$ cat src/rtl/trap_sequencer_pkg.sv
// Shared definitions for the machine-mode trap/return sequencer:
// CSR addresses, cause codes, mstatus bit positions and the state encoding.
package trap_defs;

  localparam logic [11:0] CSR_MSTATUS = 12'h300;
  localparam logic [11:0] CSR_MTVEC   = 12'h305;
  localparam logic [11:0] CSR_MEPC    = 12'h341;
  localparam logic [11:0] CSR_MCAUSE  = 12'h342;
  localparam logic [11:0] CSR_MTVAL   = 12'h343;

  localparam logic [31:0] CAUSE_EXT_INT = 32'h8000_000B;
  localparam logic [31:0] CAUSE_ILLEGAL = 32'd2;
  localparam logic [31:0] CAUSE_ECALL   = 32'd11;

  localparam int MSTATUS_MIE    = 3;
  localparam int MSTATUS_MPIE   = 7;
  localparam int MSTATUS_MPP_LO = 11;
  localparam int MSTATUS_MPP_HI = 12;

  typedef enum logic [2:0] {
    IDLE,
    T_MEPC,
    T_MCAUSE,
    T_MTVAL,
    T_MSTATUS,
    T_JUMP,
    M_STATUS,
    M_JUMP
  } state_e;

endpackage

$ cat src/rtl/trap_sequencer_if.sv
// Pipeline-side and CSR-side signals of the trap sequencer; the sequencer
// itself uses the slave view, the pipeline/CSR environment the master view.
interface trap_sequencer_if #(parameter int XLEN = 32);

  logic            valid_mem;
  logic [1:0]      exp_vector_mem;
  logic            mret_mem;
  logic [XLEN-1:0] pc_mem;
  logic [31:0]     inst_mem;
  logic            ext_int;
  logic [11:0]     csr_raddr;
  logic [XLEN-1:0] csr_rdata;
  logic            csr_we;
  logic [11:0]     csr_waddr;
  logic [XLEN-1:0] csr_wdata;
  logic            flush;
  logic            stall_if;
  logic            redirect_valid;
  logic [XLEN-1:0] redirect_pc;

  modport slave (
    input  valid_mem, exp_vector_mem, mret_mem, pc_mem, inst_mem, ext_int, csr_rdata,
    output csr_raddr, csr_we, csr_waddr, csr_wdata, flush, stall_if,
           redirect_valid, redirect_pc
  );

  modport master (
    output valid_mem, exp_vector_mem, mret_mem, pc_mem, inst_mem, ext_int, csr_rdata,
    input  csr_raddr, csr_we, csr_waddr, csr_wdata, flush, stall_if,
           redirect_valid, redirect_pc
  );

endinterface

$ cat src/rtl/trap_sequencer_cause_enc.sv
// Priority encoder for the MEM-stage instruction:
// interrupt > illegal > ecall > mret; bubbles never produce an event.
module trap_cause_enc
  import trap_defs::*;
#(
  parameter int XLEN = 32
) (
  input  logic            valid_i,
  input  logic [1:0]      exp_vector_i,
  input  logic            mret_i,
  input  logic            ext_int_i,
  input  logic            mie_i,
  input  logic [31:0]     inst_i,
  output logic            take_trap_o,
  output logic            take_mret_o,
  output logic [31:0]     cause_o,
  output logic [XLEN-1:0] tval_o
);

  always_comb begin
    take_trap_o = 1'b0;
    take_mret_o = 1'b0;
    cause_o     = '0;
    tval_o      = '0;
    if (valid_i) begin
      if (ext_int_i && mie_i) begin
        take_trap_o = 1'b1;
        cause_o     = CAUSE_EXT_INT;
      end else if (exp_vector_i[1]) begin
        take_trap_o = 1'b1;
        cause_o     = CAUSE_ILLEGAL;
        tval_o      = XLEN'(inst_i);
      end else if (exp_vector_i[0]) begin
        take_trap_o = 1'b1;
        cause_o     = CAUSE_ECALL;
      end else if (mret_i) begin
        take_mret_o = 1'b1;
      end
    end
  end

endmodule

$ cat src/rtl/trap_sequencer.sv
// Machine-mode trap/MRET controller: flushes the pipeline, walks the single
// CSR write port through mepc/mcause/mtval/mstatus, then redirects fetch.
module trap_sequencer
  import trap_defs::*;
#(
  parameter int              XLEN                 = 32,
  parameter logic [XLEN-1:0] RESET_MTVEC_FALLBACK = '0
) (
  input logic           clk,
  input logic           rst,
  trap_sequencer_if.slave bus
);

  state_e          state_q, state_d;
  logic [XLEN-1:0] pc_q, pc_d;
  logic [31:0]     cause_q, cause_d;
  logic [XLEN-1:0] tval_q, tval_d;

  logic            take_trap, take_mret;
  logic [31:0]     enc_cause;
  logic [XLEN-1:0] enc_tval;
  logic [XLEN-1:0] vec_base, vec_tgt;

  trap_cause_enc #(.XLEN(XLEN)) u_cause_enc (
    .valid_i      (bus.valid_mem),
    .exp_vector_i (bus.exp_vector_mem),
    .mret_i       (bus.mret_mem),
    .ext_int_i    (bus.ext_int),
    .mie_i        (bus.csr_rdata[MSTATUS_MIE]),
    .inst_i       (bus.inst_mem),
    .take_trap_o  (take_trap),
    .take_mret_o  (take_mret),
    .cause_o      (enc_cause),
    .tval_o       (enc_tval)
  );

  // Vectored mode only applies to interrupts; exceptions always use the base.
  assign vec_base = {bus.csr_rdata[XLEN-1:2], 2'b00};
  assign vec_tgt  = (bus.csr_rdata[1:0] == 2'b01 && cause_q[31])
                  ? vec_base + XLEN'({cause_q[30:0], 2'b00}) : vec_base;

  always_ff @(posedge clk) begin
    if (rst) begin
      state_q <= IDLE;
      pc_q    <= '0;
      cause_q <= '0;
      tval_q  <= '0;
    end else begin
      state_q <= state_d;
      pc_q    <= pc_d;
      cause_q <= cause_d;
      tval_q  <= tval_d;
    end
  end

  // Read address kept apart from the data path so it never depends on csr_rdata.
  always_comb begin
    bus.csr_raddr = '0;
    if (!rst) begin
      unique case (state_q)
        IDLE:      if (bus.valid_mem && bus.ext_int) bus.csr_raddr = CSR_MSTATUS;
        T_MSTATUS: bus.csr_raddr = CSR_MSTATUS;
        T_JUMP:    bus.csr_raddr = CSR_MTVEC;
        M_STATUS:  bus.csr_raddr = CSR_MSTATUS;
        M_JUMP:    bus.csr_raddr = CSR_MEPC;
        default:   bus.csr_raddr = '0;
      endcase
    end
  end

  always_comb begin
    state_d            = state_q;
    pc_d               = pc_q;
    cause_d            = cause_q;
    tval_d             = tval_q;
    bus.csr_we         = 1'b0;
    bus.csr_waddr      = '0;
    bus.csr_wdata      = '0;
    bus.flush          = 1'b0;
    bus.stall_if       = (state_q != IDLE);
    bus.redirect_valid = 1'b0;
    bus.redirect_pc    = '0;

    unique case (state_q)
      IDLE: begin
        if (take_trap) begin
          bus.flush    = 1'b1;
          bus.stall_if = 1'b1;
          pc_d         = bus.pc_mem;
          cause_d      = enc_cause;
          tval_d       = enc_tval;
          state_d      = T_MEPC;
        end else if (take_mret) begin
          bus.flush    = 1'b1;
          bus.stall_if = 1'b1;
          state_d      = M_STATUS;
        end
      end
      T_MEPC: begin
        bus.csr_we    = 1'b1;
        bus.csr_waddr = CSR_MEPC;
        bus.csr_wdata = pc_q;
        state_d       = T_MCAUSE;
      end
      T_MCAUSE: begin
        bus.csr_we    = 1'b1;
        bus.csr_waddr = CSR_MCAUSE;
        bus.csr_wdata = XLEN'(cause_q);
        state_d       = T_MTVAL;
      end
      T_MTVAL: begin
        bus.csr_we    = 1'b1;
        bus.csr_waddr = CSR_MTVAL;
        bus.csr_wdata = tval_q;
        state_d       = T_MSTATUS;
      end
      T_MSTATUS: begin
        bus.csr_we                                     = 1'b1;
        bus.csr_waddr                                  = CSR_MSTATUS;
        bus.csr_wdata                                  = bus.csr_rdata;
        bus.csr_wdata[MSTATUS_MPIE]                    = bus.csr_rdata[MSTATUS_MIE];
        bus.csr_wdata[MSTATUS_MIE]                     = 1'b0;
        bus.csr_wdata[MSTATUS_MPP_HI:MSTATUS_MPP_LO]   = 2'b11;
        state_d                                        = T_JUMP;
      end
      T_JUMP: begin
        bus.redirect_valid = 1'b1;
        bus.redirect_pc    = (vec_tgt == '0) ? RESET_MTVEC_FALLBACK : vec_tgt;
        state_d            = IDLE;
      end
      M_STATUS: begin
        bus.csr_we                                     = 1'b1;
        bus.csr_waddr                                  = CSR_MSTATUS;
        bus.csr_wdata                                  = bus.csr_rdata;
        bus.csr_wdata[MSTATUS_MIE]                     = bus.csr_rdata[MSTATUS_MPIE];
        bus.csr_wdata[MSTATUS_MPIE]                    = 1'b1;
        bus.csr_wdata[MSTATUS_MPP_HI:MSTATUS_MPP_LO]   = 2'b11;
        state_d                                        = M_JUMP;
      end
      M_JUMP: begin
        bus.redirect_valid = 1'b1;
        bus.redirect_pc    = {bus.csr_rdata[XLEN-1:2], 2'b00};
        state_d            = IDLE;
      end
      default: state_d = IDLE;
    endcase

    // Reset silences every output so an interrupted sequence commits nothing.
    if (rst) begin
      bus.csr_we         = 1'b0;
      bus.csr_waddr      = '0;
      bus.csr_wdata      = '0;
      bus.flush          = 1'b0;
      bus.stall_if       = 1'b0;
      bus.redirect_valid = 1'b0;
      bus.redirect_pc    = '0;
    end
  end

endmodule

$ cat src/flat_wrapper.sv
// flat-port wrapper written by rule: the top's interface ports become plain ports
module trap_sequencer_flat import trap_defs::*;
#(
  parameter int              XLEN                 = 32,
  parameter logic [XLEN-1:0] RESET_MTVEC_FALLBACK = '0
)
  (clk, rst, bus_valid_mem, bus_exp_vector_mem, bus_mret_mem, bus_pc_mem, bus_inst_mem, bus_ext_int, bus_csr_rdata, bus_csr_raddr, bus_csr_we, bus_csr_waddr, bus_csr_wdata, bus_flush, bus_stall_if, bus_redirect_valid, bus_redirect_pc);
  trap_sequencer_if #(.XLEN(XLEN)) bus_i ();
  input logic clk;
  input logic rst;
  input wire logic [$bits(bus_i.valid_mem)-1:0] bus_valid_mem;
  input wire logic [$bits(bus_i.exp_vector_mem)-1:0] bus_exp_vector_mem;
  input wire logic [$bits(bus_i.mret_mem)-1:0] bus_mret_mem;
  input wire logic [$bits(bus_i.pc_mem)-1:0] bus_pc_mem;
  input wire logic [$bits(bus_i.inst_mem)-1:0] bus_inst_mem;
  input wire logic [$bits(bus_i.ext_int)-1:0] bus_ext_int;
  input wire logic [$bits(bus_i.csr_rdata)-1:0] bus_csr_rdata;
  output wire logic [$bits(bus_i.csr_raddr)-1:0] bus_csr_raddr;
  output wire logic [$bits(bus_i.csr_we)-1:0] bus_csr_we;
  output wire logic [$bits(bus_i.csr_waddr)-1:0] bus_csr_waddr;
  output wire logic [$bits(bus_i.csr_wdata)-1:0] bus_csr_wdata;
  output wire logic [$bits(bus_i.flush)-1:0] bus_flush;
  output wire logic [$bits(bus_i.stall_if)-1:0] bus_stall_if;
  output wire logic [$bits(bus_i.redirect_valid)-1:0] bus_redirect_valid;
  output wire logic [$bits(bus_i.redirect_pc)-1:0] bus_redirect_pc;
  assign bus_i.valid_mem = bus_valid_mem;
  assign bus_i.exp_vector_mem = bus_exp_vector_mem;
  assign bus_i.mret_mem = bus_mret_mem;
  assign bus_i.pc_mem = bus_pc_mem;
  assign bus_i.inst_mem = bus_inst_mem;
  assign bus_i.ext_int = bus_ext_int;
  assign bus_i.csr_rdata = bus_csr_rdata;
  assign bus_csr_raddr = bus_i.csr_raddr;
  assign bus_csr_we = bus_i.csr_we;
  assign bus_csr_waddr = bus_i.csr_waddr;
  assign bus_csr_wdata = bus_i.csr_wdata;
  assign bus_flush = bus_i.flush;
  assign bus_stall_if = bus_i.stall_if;
  assign bus_redirect_valid = bus_i.redirect_valid;
  assign bus_redirect_pc = bus_i.redirect_pc;
  trap_sequencer #(.XLEN(XLEN), .RESET_MTVEC_FALLBACK(RESET_MTVEC_FALLBACK)) u_core (.clk(clk), .rst(rst), .bus(bus_i));
endmodule
$ cat config.mk
export PLATFORM = sky130hd
export DESIGN_NAME = trap_sequencer_flat
export DESIGN_NICKNAME = d
export VERILOG_FILES = /design/src/rtl/trap_sequencer_pkg.sv /design/src/rtl/trap_sequencer_if.sv /design/src/rtl/trap_sequencer_cause_enc.sv /design/src/rtl/trap_sequencer.sv /design/src/flat_wrapper.sv
export SDC_FILE = /design/constraint.sdc
export NUM_CORES = 1
export LEC_CHECK = 0
export CELL_PAD_IN_SITES_DETAIL_PLACEMENT = 1
export CELL_PAD_IN_SITES_GLOBAL_PLACEMENT = 1
export CORE_MARGIN = 3
export CORE_UTILIZATION = 32
export CTS_BUF_LIST = sky130_fd_sc_hd__clkbuf_4 sky130_fd_sc_hd__clkbuf_8
export CTS_CLUSTER_DIAMETER = 30
export DETAILED_ROUTE_END_ITERATION = 10
export PLACE_DENSITY = 0.89
export SLEW_MARGIN = 10
export SYNTH_ARGS = -nofsm -noshare
export SYNTH_HDL_FRONTEND = slang
export SYNTH_SLANG_ARGS = --single-unit
export TNS_END_PERCENT = 10
$ cat constraint.sdc
create_clock -name clk -period 5.5 [get_ports clk]
set_input_delay 0.825 -clock clk [delete_from_list [all_inputs] [get_ports clk]]
set_output_delay 0.825 -clock clk [all_outputs]
set_load 0.03 [all_outputs]
==> impl_metrics.xml, run 1 <==
<?xml version="1.0" encoding="UTF-8"?>
<metrics>
  <group name="place">
    <metric name="globalplace.congestion" unit="">0.831</metric>
    <metric name="dpl_cell_area" unit="mm²">0.00611</metric>
    <metric name="portBuffers" unit="">178</metric>
    <metric name="dp_hpwl" unit="µm">12600</metric>
  </group>
  <group name="timing">
    <metric name="setup_total_negative_slack" unit="ps">0</metric>
    <metric name="least_margin_pin_slew" unit="ps">1080</metric>
    <metric name="finalHoldViolations" unit="">0</metric>
    <metric name="skew" unit="ps">6.94</metric>
    <metric name="final_min_period_over_clock_period" unit="%">87.4</metric>
    <metric name="endpoints_failing_setup" unit="">0</metric>
    <metric name="worst_slew_margin_rel" unit="%">28.0</metric>
    <metric name="timing.final.max_slew_violations" unit="">0</metric>
    <metric name="grt_setup_unrepaired" unit="">false</metric>
    <metric name="finalCriticalPeriod" unit="ps">4810</metric>
    <metric name="maxClockFrequency" unit="MHz">208</metric>
  </group>
  <group name="die">
    <metric name="initial_utilization" unit="%">33.6</metric>
    <metric name="core" unit="mm²">0.0129</metric>
    <metric name="die_height" unit="µm">123</metric>
    <metric name="design.portCount" unit="">195</metric>
    <metric name="fp.dieArea" unit="mm²">0.0150</metric>
    <metric name="std_cell_rows" unit="">41</metric>
    <metric name="die_width" unit="µm">123</metric>
  </group>
  <group name="logic_synthesis">
    <metric name="synth_top_cell_area_share" unit="%">32.2</metric>
    <metric name="synth_seq_area_share" unit="%">32.2</metric>
    <metric name="post_synth_inst_count" unit="">604</metric>
    <metric name="ys_async_sr_fraction" unit="%">0</metric>
    <metric name="synth_area" unit="mm²">0.00435</metric>
    <metric name="synth-edff-count" unit="">0</metric>
    <metric name="syn-mean-instance-area" unit="µm²">7.20</metric>
    <metric name="synth_warnings" unit="">0</metric>
    <metric name="synth_seq_cells" unit="">70</metric>
    <metric name="synth_flop_cell" unit="">dfxtp_1</metric>
    <metric name="synth.area.top_cells" unit="">dfxtp_1, nor2_1, a21oi_1, nand2_1, a22oi_1</metric>
    <metric name="synth_top_area_cell" unit="">dfxtp_1</metric>
    <metric name="post_synth_num_cell_types" unit="">46</metric>
  </group>
  <group name="detailed_routing">
    <metric name="route.layer.met1.wl" unit="µm">7400</metric>
    <metric name="drt-pass1-iter-count" unit="">4</metric>
    <metric name="met3_routed_wirelength" unit="µm">887</metric>
    <metric name="detailroute.wirelength.met2" unit="µm">7900</metric>
    <metric name="drt_iter0_markers" unit="">281</metric>
    <metric name="count_of_vias_placed_by_the_detailed_router" unit="">4789</metric>
    <metric name="routed_wl" unit="µm">16500</metric>
    <metric name="post_route_drc" unit="">0</metric>
    <metric name="wl_per_cell" unit="µm">17.8</metric>
    <metric name="highest_layer" unit="">met4</metric>
    <metric name="antenna_violating_nets_post_route" unit="">0</metric>
    <metric name="route.detailed.vias_per_inst" unit="">5.18</metric>
  </group>
  <group name="layout">
    <metric name="layout.cells.most_common" unit="">clkdlybuf4s50_1</metric>
    <metric name="final_net_count" unit="">854</metric>
    <metric name="regArea" unit="mm²">0.00140</metric>
    <metric name="final_core_utilization" unit="%">48.8</metric>
    <metric name="layout.filler_cells" unit="">1620</metric>
    <metric name="area_delta_synth_final" unit="%">45.1</metric>
    <metric name="multi_input_area" unit="mm²">0.00262</metric>
    <metric name="finish.instance_area" unit="mm²">0.00631</metric>
    <metric name="fraction_of_layout_cells_with_a_size_suffix_above_1" unit="%">5.32</metric>
    <metric name="layout_common_cells" unit="">clkdlybuf4s50_1, nor2_1, nand2_1, a21oi_1, dfxtp_1</metric>
  </group>
  <group name="global_routing">
    <metric name="global_route.usage.total" unit="%">21.6</metric>
    <metric name="global_route_wire_length_before_repair" unit="µm">25600</metric>
    <metric name="number_of_antenna_violations_at_the_first_check_in_global_routing" unit="">1</metric>
    <metric name="via_count_of_the_first_global_routing_pass" unit="">4925</metric>
    <metric name="grt_overflow" unit="">0</metric>
    <metric name="grt_start_max_net_pins" unit="">103</metric>
  </group>
  <group name="clock_network">
    <metric name="cts_resized" unit="">0</metric>
    <metric name="post-cts-setup-buffers" unit="">0</metric>
    <metric name="tritoncts.num_buffers" unit="">9</metric>
    <metric name="clock-sinks" unit="">70</metric>
    <metric name="clock_latency" unit="ps">340</metric>
    <metric name="cts_tree" unit="">yes</metric>
    <metric name="ctsHtreeMaxLevel" unit="">3</metric>
    <metric name="clockRootBuffer" unit="">clkbuf_8</metric>
    <metric name="clk_pin_slew_worst_setup_hold_paths" unit="ps">80</metric>
    <metric name="cts_max_path_buffers" unit="">2</metric>
    <metric name="cts_hold_repair.buffers" unit="">0</metric>
  </group>
  <group name="critical_path">
    <metric name="crit_family" unit="">simple AND/OR/NAND/NOR gates</metric>
    <metric name="timing.rr.start" unit="">u_core.state_q[1]</metric>
    <metric name="critical_path.endpoint_type" unit="">primary output</metric>
    <metric name="crit_path_max_fanout" unit="">18</metric>
    <metric name="timing.reg2reg.setup_slack" unit="ps">2970</metric>
    <metric name="required" unit="ps">4680</metric>
    <metric name="critical_path.reg2reg.endpoint" unit="">u_core.tval_q[17]</metric>
    <metric name="critPathMaxStageDelay" unit="ps">900</metric>
    <metric name="criticalPathCategory" unit="">in -&gt; out</metric>
    <metric name="ff2ff_path_depth" unit="">6</metric>
    <metric name="worstPathBufferInverterCount" unit="">2</metric>
    <metric name="cp_slowest_cell" unit="">or4_1</metric>
    <metric name="startpoint_type_of_the_worst_setup_path" unit="">input pin</metric>
    <metric name="path_cells" unit="">clkdlybuf4s50_1 &gt; nand4bb_4 &gt; or4_1 &gt; or4_1 &gt; a21oi_1 &gt; clkdlybuf4s50_1</metric>
    <metric name="crit_arrival" unit="ps">3980</metric>
  </group>
  <group name="status">
    <metric name="run_status" unit="">complete, no violations</metric>
  </group>
  <group name="min_path">
    <metric name="min_delay_path_depth" unit="">2</metric>
    <metric name="worstHoldStart" unit="">u_core.pc_q[5]</metric>
    <metric name="worst_hold_path.endpoint" unit="">u_core.pc_q[5]</metric>
    <metric name="hold_class" unit="">reg -&gt; reg</metric>
  </group>
  <group name="run">
    <metric name="max_cap_viol_count" unit="">0</metric>
  </group>
  <group name="power_and_ir_drop">
    <metric name="power_per_cell_area" unit="mW/mm²">273</metric>
    <metric name="worst_ir_drop_vdd" unit="µV">132</metric>
    <metric name="leakagePower" unit="nW">2.19</metric>
  </group>
</metrics>
through the flow:
| step | std cells | total power (W) | setup slack, ps | hold slack, ps |
|---|---|---|---|---|
| finish | 925 | 0.00173 | 693 | 458 |
| global route | 925 | 0.00183 | 524 | 481 |
| CTS | 924 | 0.00174 | 684 | 464 |
| detailed placement | 908 | 0.00132 | 686 | 453 |
| global placement | 908 | 0.00130 | 729 | 442 |
| floorplan | 619 | 0.00106 | 1910 | 434 |
power by group:
| part | leakage (nW) | internal [W] | total [W] | switching (W) |
|---|---|---|---|---|
| registers | 0.570 | 0.000559 | 0.000602 | 0.0000428 |
| logic | 1.52 | 0.000279 | 0.000711 | 0.000432 |
| clock network | 0.100 | 0.000220 | 0.000412 | 0.000192 |
| total | 2.19 | 0.00106 | 0.00173 | 0.000666 |
routing by layer:
metal | vias to the layer above | global-route usage [%]
met5 | - | 0
met4 | 0 | 8.33
met3 | 20 | 2.26
met2 | 167 | 35.0
met1 | 2298 | 29.4
li1 | 2304 | -
worst max path at each step:
stage	startpoint	endpoint	slack (ps)	cells past startpoint
CTS	bus_csr_rdata[1]	bus_redirect_pc[22]	680	6
global placement	bus_csr_rdata[1]	bus_redirect_pc[22]	730	6
global route	bus_csr_rdata[3]	bus_redirect_pc[22]	520	8
detailed placement	bus_csr_rdata[1]	bus_redirect_pc[22]	690	6
finish	bus_csr_rdata[1]	bus_redirect_pc[22]	690	6
floorplan	bus_csr_rdata[2]	bus_redirect_pc[16]	1910	8
synthesized netlist by cell type, types with 3 or more instances:
| library cell | number |
|---|---|
| a21oi_1 | 75 |
| a22oi_1 | 35 |
| and3_1 | 5 |
| buf_2 | 7 |
| buf_4 | 19 |
| clkbuf_1 | 40 |
| dfxtp_1 | 70 |
| ha_1 | 3 |
| inv_1 | 11 |
| mux2_2 | 7 |
| mux2i_1 | 25 |
| nand2_1 | 83 |
| nand3_1 | 10 |
| nand4_1 | 3 |
| nor2_1 | 124 |
| nor2b_1 | 3 |
| nor3_1 | 9 |
| nor3b_1 | 3 |
| nor4_1 | 9 |
| o21ai_0 | 5 |
| or3_1 | 3 |
| xnor2_1 | 21 |
| xor2_1 | 3 |
area by class of cell:
class / instances / area share (%)
Clock buffer: 11 / 2.20
Clock inverter: 5 / 0.952
Inverter: 11 / 0.654
Tap cell: 172 / 3.41
Multi-Input combinational cell: 470 / 41.5
Antenna cell: 1 / 0.0397
Timing Repair Buffer: 185 / 29.0
Sequential cell: 70 / 22.2
worst register-to-register path: stages, from the launching register on:
cell,delay (ps)
dfxtp_2,330
buf_4,300
nor3_1,570
nand2_2,420
buf_4,410
a22oi_1,280
nor2_1,60
logic make-up after synthesis:
kind of cell               share of synthesized area (%)
DFF                                                 32.2
muxes                                               7.57
buffers and inverters                               9.00
and+or+nand+nor                                     27.3
xor gates and xnor gates                            4.83
AOI/OAI and AO/OA                                   17.7
other                                             0.0862
adders and majority gates                           1.32
state kept, by name, summed over array words and instances, names as in the netlist:
signal and count:
u_core.pc_q 32, u_core.tval_q 32, u_core.cause_q 3, u_core.state_q 3
(Power assumes the default switching activity.)
==> run 2, diff against run 1 <==
--- a/config.mk
+++ b/config.mk
@@ -7,7 +7,7 @@
 export LEC_CHECK = 0
 export CELL_PAD_IN_SITES_DETAIL_PLACEMENT = 1
 export CELL_PAD_IN_SITES_GLOBAL_PLACEMENT = 1
-export CORE_MARGIN = 3
+export CORE_MARGIN = 1.5
 export CORE_UTILIZATION = 32
 export CTS_BUF_LIST = sky130_fd_sc_hd__clkbuf_4 sky130_fd_sc_hd__clkbuf_8
 export CTS_CLUSTER_DIAMETER = 30
==> impl_metrics.xml, run 2 (same netlist as run 1, synthesis figures left out) <==
<?xml version="1.0" encoding="UTF-8"?>
<metrics>
  <group name="status">
    <metric name="run_status" unit="">complete, no violations</metric>
  </group>
  <group name="timing">
    <metric name="finalCriticalPeriod" unit="ps">4820</metric>
    <metric name="worst_slew_margin_rel" unit="%">26.1</metric>
    <metric name="setup_total_negative_slack" unit="ps">0</metric>
    <metric name="final_min_period_over_clock_period" unit="%">87.6</metric>
    <metric name="maxClockFrequency" unit="MHz">207</metric>
    <metric name="skew" unit="ps">5.96</metric>
    <metric name="least_margin_pin_slew" unit="ps">1110</metric>
    <metric name="hold_slack" unit="ps">458</metric>
    <metric name="timing.final.max_slew_violations" unit="">0</metric>
    <metric name="endpoints_failing_setup" unit="">0</metric>
    <metric name="finalHoldViolations" unit="">0</metric>
    <metric name="grt_setup_unrepaired" unit="">false</metric>
  </group>
  <group name="run">
    <metric name="max_cap_viol_count" unit="">0</metric>
  </group>
  <group name="place">
    <metric name="portBuffers" unit="">178</metric>
    <metric name="globalplace.congestion" unit="">0.867</metric>
    <metric name="dpl.cell_count" unit="">911</metric>
    <metric name="dp_hpwl" unit="µm">12400</metric>
    <metric name="dpl_cell_area" unit="mm²">0.00611</metric>
  </group>
  <group name="detailed_routing">
    <metric name="drt_iter0_markers" unit="">269</metric>
    <metric name="count_of_vias_placed_by_the_detailed_router" unit="">4734</metric>
    <metric name="routed_wl" unit="µm">16300</metric>
    <metric name="post_route_drc" unit="">0</metric>
    <metric name="drt-pass1-iter-count" unit="">4</metric>
    <metric name="wl_per_cell" unit="µm">17.6</metric>
    <metric name="route.detailed.vias_per_inst" unit="">5.11</metric>
    <metric name="antenna_violating_nets_post_route" unit="">0</metric>
  </group>
  <group name="critical_path">
    <metric name="crit_path_max_fanout" unit="">18</metric>
    <metric name="crit_arrival" unit="ps">3990</metric>
    <metric name="required" unit="ps">4680</metric>
    <metric name="criticalPathCategory" unit="">in -&gt; out</metric>
    <metric name="startpoint_type_of_the_worst_setup_path" unit="">input pin</metric>
    <metric name="critical_path.endpoint_type" unit="">primary output</metric>
  </group>
  <group name="die">
    <metric name="initial_utilization" unit="%">32.8</metric>
    <metric name="die_height" unit="µm">120</metric>
    <metric name="fp.dieArea" unit="mm²">0.0143</metric>
    <metric name="design.portCount" unit="">195</metric>
    <metric name="die_width" unit="µm">120</metric>
    <metric name="std_cell_rows" unit="">42</metric>
    <metric name="core" unit="mm²">0.0132</metric>
  </group>
  <group name="global_routing">
    <metric name="gr-usage-met3" unit="%">2.57</metric>
    <metric name="global_route_wire_length_before_repair" unit="µm">25500</metric>
    <metric name="number_of_antenna_violations_at_the_first_check_in_global_routing" unit="">1</metric>
    <metric name="grt_overflow" unit="">0</metric>
    <metric name="global_route.usage.total" unit="%">22.5</metric>
    <metric name="grt.met1_usage" unit="%">29.9</metric>
    <metric name="grt.met2_usage" unit="%">37.2</metric>
    <metric name="via_count_of_the_first_global_routing_pass" unit="">4781</metric>
    <metric name="gr-max-usage-layer" unit="">met2</metric>
    <metric name="grt_start_max_net_pins" unit="">103</metric>
  </group>
  <group name="power_and_ir_drop">
    <metric name="leakagePower" unit="nW">2.18</metric>
    <metric name="netSwitchingFraction" unit="%">39.4</metric>
    <metric name="sequential_group_share_of_total_power" unit="%">35.9</metric>
    <metric name="power.switching" unit="W">0.000661</metric>
    <metric name="cell_internal_power" unit="W">0.00102</metric>
    <metric name="power_per_cell_area" unit="mW/mm²">267</metric>
    <metric name="worst_ir_drop_vdd" unit="µV">117</metric>
    <metric name="clockPowerShare" unit="%">21.6</metric>
    <metric name="share_comb_of_total_power" unit="%">42.5</metric>
  </group>
  <group name="layout">
    <metric name="finish.instance_area" unit="mm²">0.00628</metric>
    <metric name="final_core_utilization" unit="%">47.4</metric>
    <metric name="layout_common_cells" unit="">clkdlybuf4s50_1, nor2_1, nand2_1, a21oi_1, dfxtp_1</metric>
    <metric name="fin_cells" unit="">926</metric>
    <metric name="layout.cells.most_common" unit="">clkdlybuf4s50_1</metric>
    <metric name="area_delta_synth_final" unit="%">44.3</metric>
    <metric name="fraction_of_layout_cells_with_a_size_suffix_above_1" unit="%">4.94</metric>
    <metric name="top_regs" unit="">u_core.pc_q x32, u_core.tval_q x32</metric>
    <metric name="final_net_count" unit="">853</metric>
  </group>
  <group name="clock_network">
    <metric name="cts_hold_repair.buffers" unit="">0</metric>
    <metric name="clock-sinks" unit="">70</metric>
    <metric name="clk_pin_slew_worst_setup_hold_paths" unit="ps">70</metric>
    <metric name="ctsHtreeMaxLevel" unit="">3</metric>
    <metric name="clockRootBuffer" unit="">clkbuf_8</metric>
    <metric name="post-cts-setup-buffers" unit="">0</metric>
    <metric name="tritoncts.num_buffers" unit="">9</metric>
    <metric name="clock_latency" unit="ps">340</metric>
    <metric name="cts_resized" unit="">0</metric>
    <metric name="cts_tree" unit="">yes</metric>
    <metric name="cts_max_path_buffers" unit="">2</metric>
  </group>
  <group name="min_path">
    <metric name="hold_class" unit="">reg -&gt; reg</metric>
  </group>
</metrics>
==> run 2: cell count changes in the layout (fill, tap and decap cells not counted), sizes merged <==
cell	delta
clkinv	-1
clkbuf	+1
clkinvlp	-1
bufinv	-1
buf	-1
==> run 2: path summary, 6_finish.rpt <==
kind / start / depth (start not counted) / slack (ps) / to
setup / recovery: bus_csr_rdata[1] / 6 / 680 / bus_redirect_pc[22]
hold / removal: u_core.pc_q[17] / 2 / 460 / u_core.pc_q[17]
setup reg to reg: u_core.state_q[1] / 5 / 3020 / u_core.tval_q[18]
hold reg to reg: u_core.pc_q[17] / 2 / 460 / u_core.pc_q[17]
==> run 2: area by class of cell <==
class,count,area [µm²]
repair buffers,184,1820
multi-input cells,470,2620
well taps,176,220
clock inverters,2,10.0
clock buffers,12,153
fillers,1661,6970
inverters,11,41.3
flip-flops and latches,70,1400
diodes,1,2.50
==> run 2: power groups by stage <==
stage          logic, W  clock network (W)  registers (W)
3_5_place_dp   0.000710                  0       0.000613
2_1_floorplan  0.000465                  0       0.000592
4_1_cts        0.000713           0.000371       0.000601
5_1_grt        0.000767           0.000396       0.000609
6_report       0.000713           0.000363       0.000602
3_3_place_gp   0.000689                  0       0.000607
==> run 2: routing by layer <==
layer / share of wire [%] / wire (µm)
met5: 0 / 0
met4: 2.5 / 401
met3: 4.0 / 659
met2: 49 / 7930
met1: 45 / 7320
==> run 2: through the flow <==
step	setup WS, ps	power (W)
global placement	741	0.00130
finish	680	0.00168
global route	568	0.00177
floorplan	1910	0.00106
detailed placement	701	0.00132
CTS	689	0.00169
==> run 2: worst max-delay path: stages <==
cell and delay [ps]:
clkdlybuf4s50_1 460, nand4bb_4 350, or4_1 910, or4_1 600, a21oi_1 150, clkdlybuf4s50_1 690
==> run 3, diff against run 2 <==
--- a/config.mk
+++ b/config.mk
@@ -12,8 +12,9 @@
 export CTS_BUF_LIST = sky130_fd_sc_hd__clkbuf_4 sky130_fd_sc_hd__clkbuf_8
 export CTS_CLUSTER_DIAMETER = 30
 export DETAILED_ROUTE_END_ITERATION = 10
+export HOLD_SLACK_MARGIN = 0.1
 export PLACE_DENSITY = 0.89
-export SLEW_MARGIN = 10
+export SLEW_MARGIN = 20
 export SYNTH_ARGS = -nofsm -noshare
 export SYNTH_HDL_FRONTEND = slang
 export SYNTH_SLANG_ARGS = --single-unit
==> impl_metrics.xml, run 3 (same netlist as run 1, synthesis figures left out) <==
<?xml version="1.0" encoding="UTF-8"?>
<metrics>
  <group name="die">
    <metric name="die_width" unit="µm">120</metric>
    <metric name="fp.dieArea" unit="mm²">0.0143</metric>
    <metric name="initial_utilization" unit="%">32.8</metric>
    <metric name="std_cell_rows" unit="">42</metric>
    <metric name="die_height" unit="µm">120</metric>
    <metric name="core" unit="mm²">0.0132</metric>
    <metric name="design.portCount" unit="">195</metric>
  </group>
  <group name="critical_path">
    <metric name="crit_family" unit="">simple AND/OR/NAND/NOR gates</metric>
    <metric name="path_cells" unit="">clkdlybuf4s50_1 &gt; nand4bb_4 &gt; or4_1 &gt; or4_1 &gt; a21oi_1 &gt; clkdlybuf4s50_1</metric>
    <metric name="timing.rr.start" unit="">u_core.state_q[1]</metric>
    <metric name="crit_path_max_fanout" unit="">18</metric>
    <metric name="timing.reg2reg.setup_slack" unit="ps">2980</metric>
    <metric name="ff2ff_path_depth" unit="">5</metric>
    <metric name="required" unit="ps">4680</metric>
    <metric name="critical_path.endpoint_type" unit="">primary output</metric>
    <metric name="startpoint_type_of_the_worst_setup_path" unit="">input pin</metric>
    <metric name="criticalPathCategory" unit="">in -&gt; out</metric>
    <metric name="crit_arrival" unit="ps">3990</metric>
    <metric name="critPathMaxStageDelay" unit="ps">900</metric>
    <metric name="cp_slowest_cell" unit="">or4_1</metric>
    <metric name="critical_path.reg2reg.endpoint" unit="">u_core.tval_q[26]</metric>
    <metric name="worstPathBufferInverterCount" unit="">2</metric>
  </group>
  <group name="timing">
    <metric name="finalCriticalPeriod" unit="ps">4810</metric>
    <metric name="skew" unit="ps">4.04</metric>
    <metric name="maxClockFrequency" unit="MHz">208</metric>
    <metric name="finalHoldViolations" unit="">0</metric>
    <metric name="grt_setup_unrepaired" unit="">false</metric>
    <metric name="setup_total_negative_slack" unit="ps">0</metric>
    <metric name="endpoints_failing_setup" unit="">0</metric>
    <metric name="least_margin_pin_slew" unit="ps">1110</metric>
    <metric name="final_min_period_over_clock_period" unit="%">87.5</metric>
    <metric name="timing.final.max_slew_violations" unit="">0</metric>
    <metric name="worst_slew_margin_rel" unit="%">25.8</metric>
  </group>
  <group name="min_path">
    <metric name="min_delay_path_depth" unit="">2</metric>
    <metric name="worst_hold_path.endpoint" unit="">u_core.pc_q[1]</metric>
    <metric name="worstHoldStart" unit="">u_core.pc_q[1]</metric>
    <metric name="hold_class" unit="">reg -&gt; reg</metric>
  </group>
  <group name="layout">
    <metric name="final_net_count" unit="">853</metric>
    <metric name="layout_common_cells" unit="">clkdlybuf4s50_1, nor2_1, nand2_1, a21oi_1, dfxtp_1</metric>
    <metric name="fin_cells" unit="">926</metric>
    <metric name="multi_input_area" unit="mm²">0.00262</metric>
    <metric name="top_regs" unit="">u_core.pc_q x32, u_core.tval_q x32</metric>
    <metric name="layout.filler_cells" unit="">1679</metric>
    <metric name="area_delta_synth_final" unit="%">44.3</metric>
    <metric name="regArea" unit="mm²">0.00140</metric>
    <metric name="fraction_of_layout_cells_with_a_size_suffix_above_1" unit="%">4.94</metric>
    <metric name="layout.cells.most_common" unit="">clkdlybuf4s50_1</metric>
  </group>
  <group name="power_and_ir_drop">
    <metric name="leakagePower" unit="nW">2.18</metric>
    <metric name="power_per_cell_area" unit="mW/mm²">266</metric>
    <metric name="worst_ir_drop_vdd" unit="µV">120</metric>
  </group>
  <group name="run">
    <metric name="max_cap_viol_count" unit="">0</metric>
  </group>
  <group name="clock_network">
    <metric name="clock-sinks" unit="">70</metric>
    <metric name="cts_max_path_buffers" unit="">2</metric>
    <metric name="tritoncts.num_buffers" unit="">9</metric>
    <metric name="clockRootBuffer" unit="">clkbuf_8</metric>
    <metric name="post-cts-setup-buffers" unit="">0</metric>
    <metric name="ctsHtreeMaxLevel" unit="">3</metric>
    <metric name="clk_pin_slew_worst_setup_hold_paths" unit="ps">70</metric>
    <metric name="clock_latency" unit="ps">340</metric>
    <metric name="cts_hold_repair.buffers" unit="">0</metric>
    <metric name="cts_resized" unit="">0</metric>
    <metric name="cts_tree" unit="">yes</metric>
  </group>
  <group name="place">
    <metric name="globalplace.congestion" unit="">0.867</metric>
    <metric name="dp_hpwl" unit="µm">12400</metric>
    <metric name="dpl.cell_count" unit="">911</metric>
    <metric name="portBuffers" unit="">178</metric>
  </group>
  <group name="global_routing">
    <metric name="number_of_antenna_violations_at_the_first_check_in_global_routing" unit="">1</metric>
    <metric name="via_count_of_the_first_global_routing_pass" unit="">4836</metric>
    <metric name="grt_overflow" unit="">0</metric>
    <metric name="global_route.usage.total" unit="%">22.7</metric>
    <metric name="global_route_wire_length_before_repair" unit="µm">25800</metric>
    <metric name="grt_start_max_net_pins" unit="">103</metric>
  </group>
  <group name="detailed_routing">
    <metric name="count_of_vias_placed_by_the_detailed_router" unit="">4718</metric>
    <metric name="drt_iter0_markers" unit="">266</metric>
    <metric name="antenna_violating_nets_post_route" unit="">0</metric>
    <metric name="routed_wl" unit="µm">16200</metric>
    <metric name="post_route_drc" unit="">0</metric>
    <metric name="drt-pass1-iter-count" unit="">4</metric>
    <metric name="wl_per_cell" unit="µm">17.5</metric>
    <metric name="route.detailed.vias_per_inst" unit="">5.10</metric>
  </group>
  <group name="status">
    <metric name="run_status" unit="">complete, no violations</metric>
  </group>
</metrics>
==> run 3: where the power goes <==
group / switching (W) / total, W / internal, W
logic: 0.000436 / 0.000714 / 0.000278
registers: 0.0000430 / 0.000603 / 0.000560
clock network: 0.000176 / 0.000355 / 0.000180
total: 0.000655 / 0.00167 / 0.00102
==> run 3: area by class of cell <==
type                            instances  share of cell area (%)
Antenna cell                            1                  0.0399
Sequential cell                        70                    22.3
Multi-Input combinational cell        470                    41.8
Timing Repair Buffer                  184                    29.1
Clock inverter                          2                   0.159
Inverter                               11                   0.658
Tap cell                              176                    3.51
Clock buffer                           12                    2.43
==> run 3: how the worst max path moves through the flow <==
stage          cells past startpoint        startpoint                  end  slack, ps
4_1_cts                            6  bus_csr_rdata[1]  bus_redirect_pc[22]        680
5_1_grt                            7  bus_csr_rdata[1]  bus_redirect_pc[24]        550
2_1_floorplan                      8  bus_csr_rdata[2]  bus_redirect_pc[16]       1910
3_3_place_gp                       6  bus_csr_rdata[1]  bus_redirect_pc[22]        740
3_5_place_dp                       6  bus_csr_rdata[1]  bus_redirect_pc[22]        690
6_report                           6  bus_csr_rdata[1]  bus_redirect_pc[22]        690
==> run 3: metrics by stage <==
step           setup WS [ps]  power (W)  instance area (µm²)  util, %  hold WS, ps
2_1_floorplan           1910    0.00106                 4410        -          434
3_3_place_gp             741    0.00130                 6110     46.1          442
3_5_place_dp             689    0.00133                 6110     46.1          449
4_1_cts                  681    0.00168                 6270     47.4          458
5_1_grt                  549    0.00177                 6280     47.4          481
6_report                 686    0.00167                 6280     47.4          456
==> run 3: layer usage <==
metal / share of wire [%] / global-route usage, %
met4: 3.2 / 9.67
met3: 3.8 / 2.42
met5: 0 / 0
met2: 47 / 36.7
met1: 46 / 30.6
==> run 3: worst register-to-register path, cell delays in order, from the launching register on <==
cell and delay, ps:
dfxtp_2 320, buf_4 310, nor3_1 670, nand2_4 570
a22oi_1 410, nor2_1 70
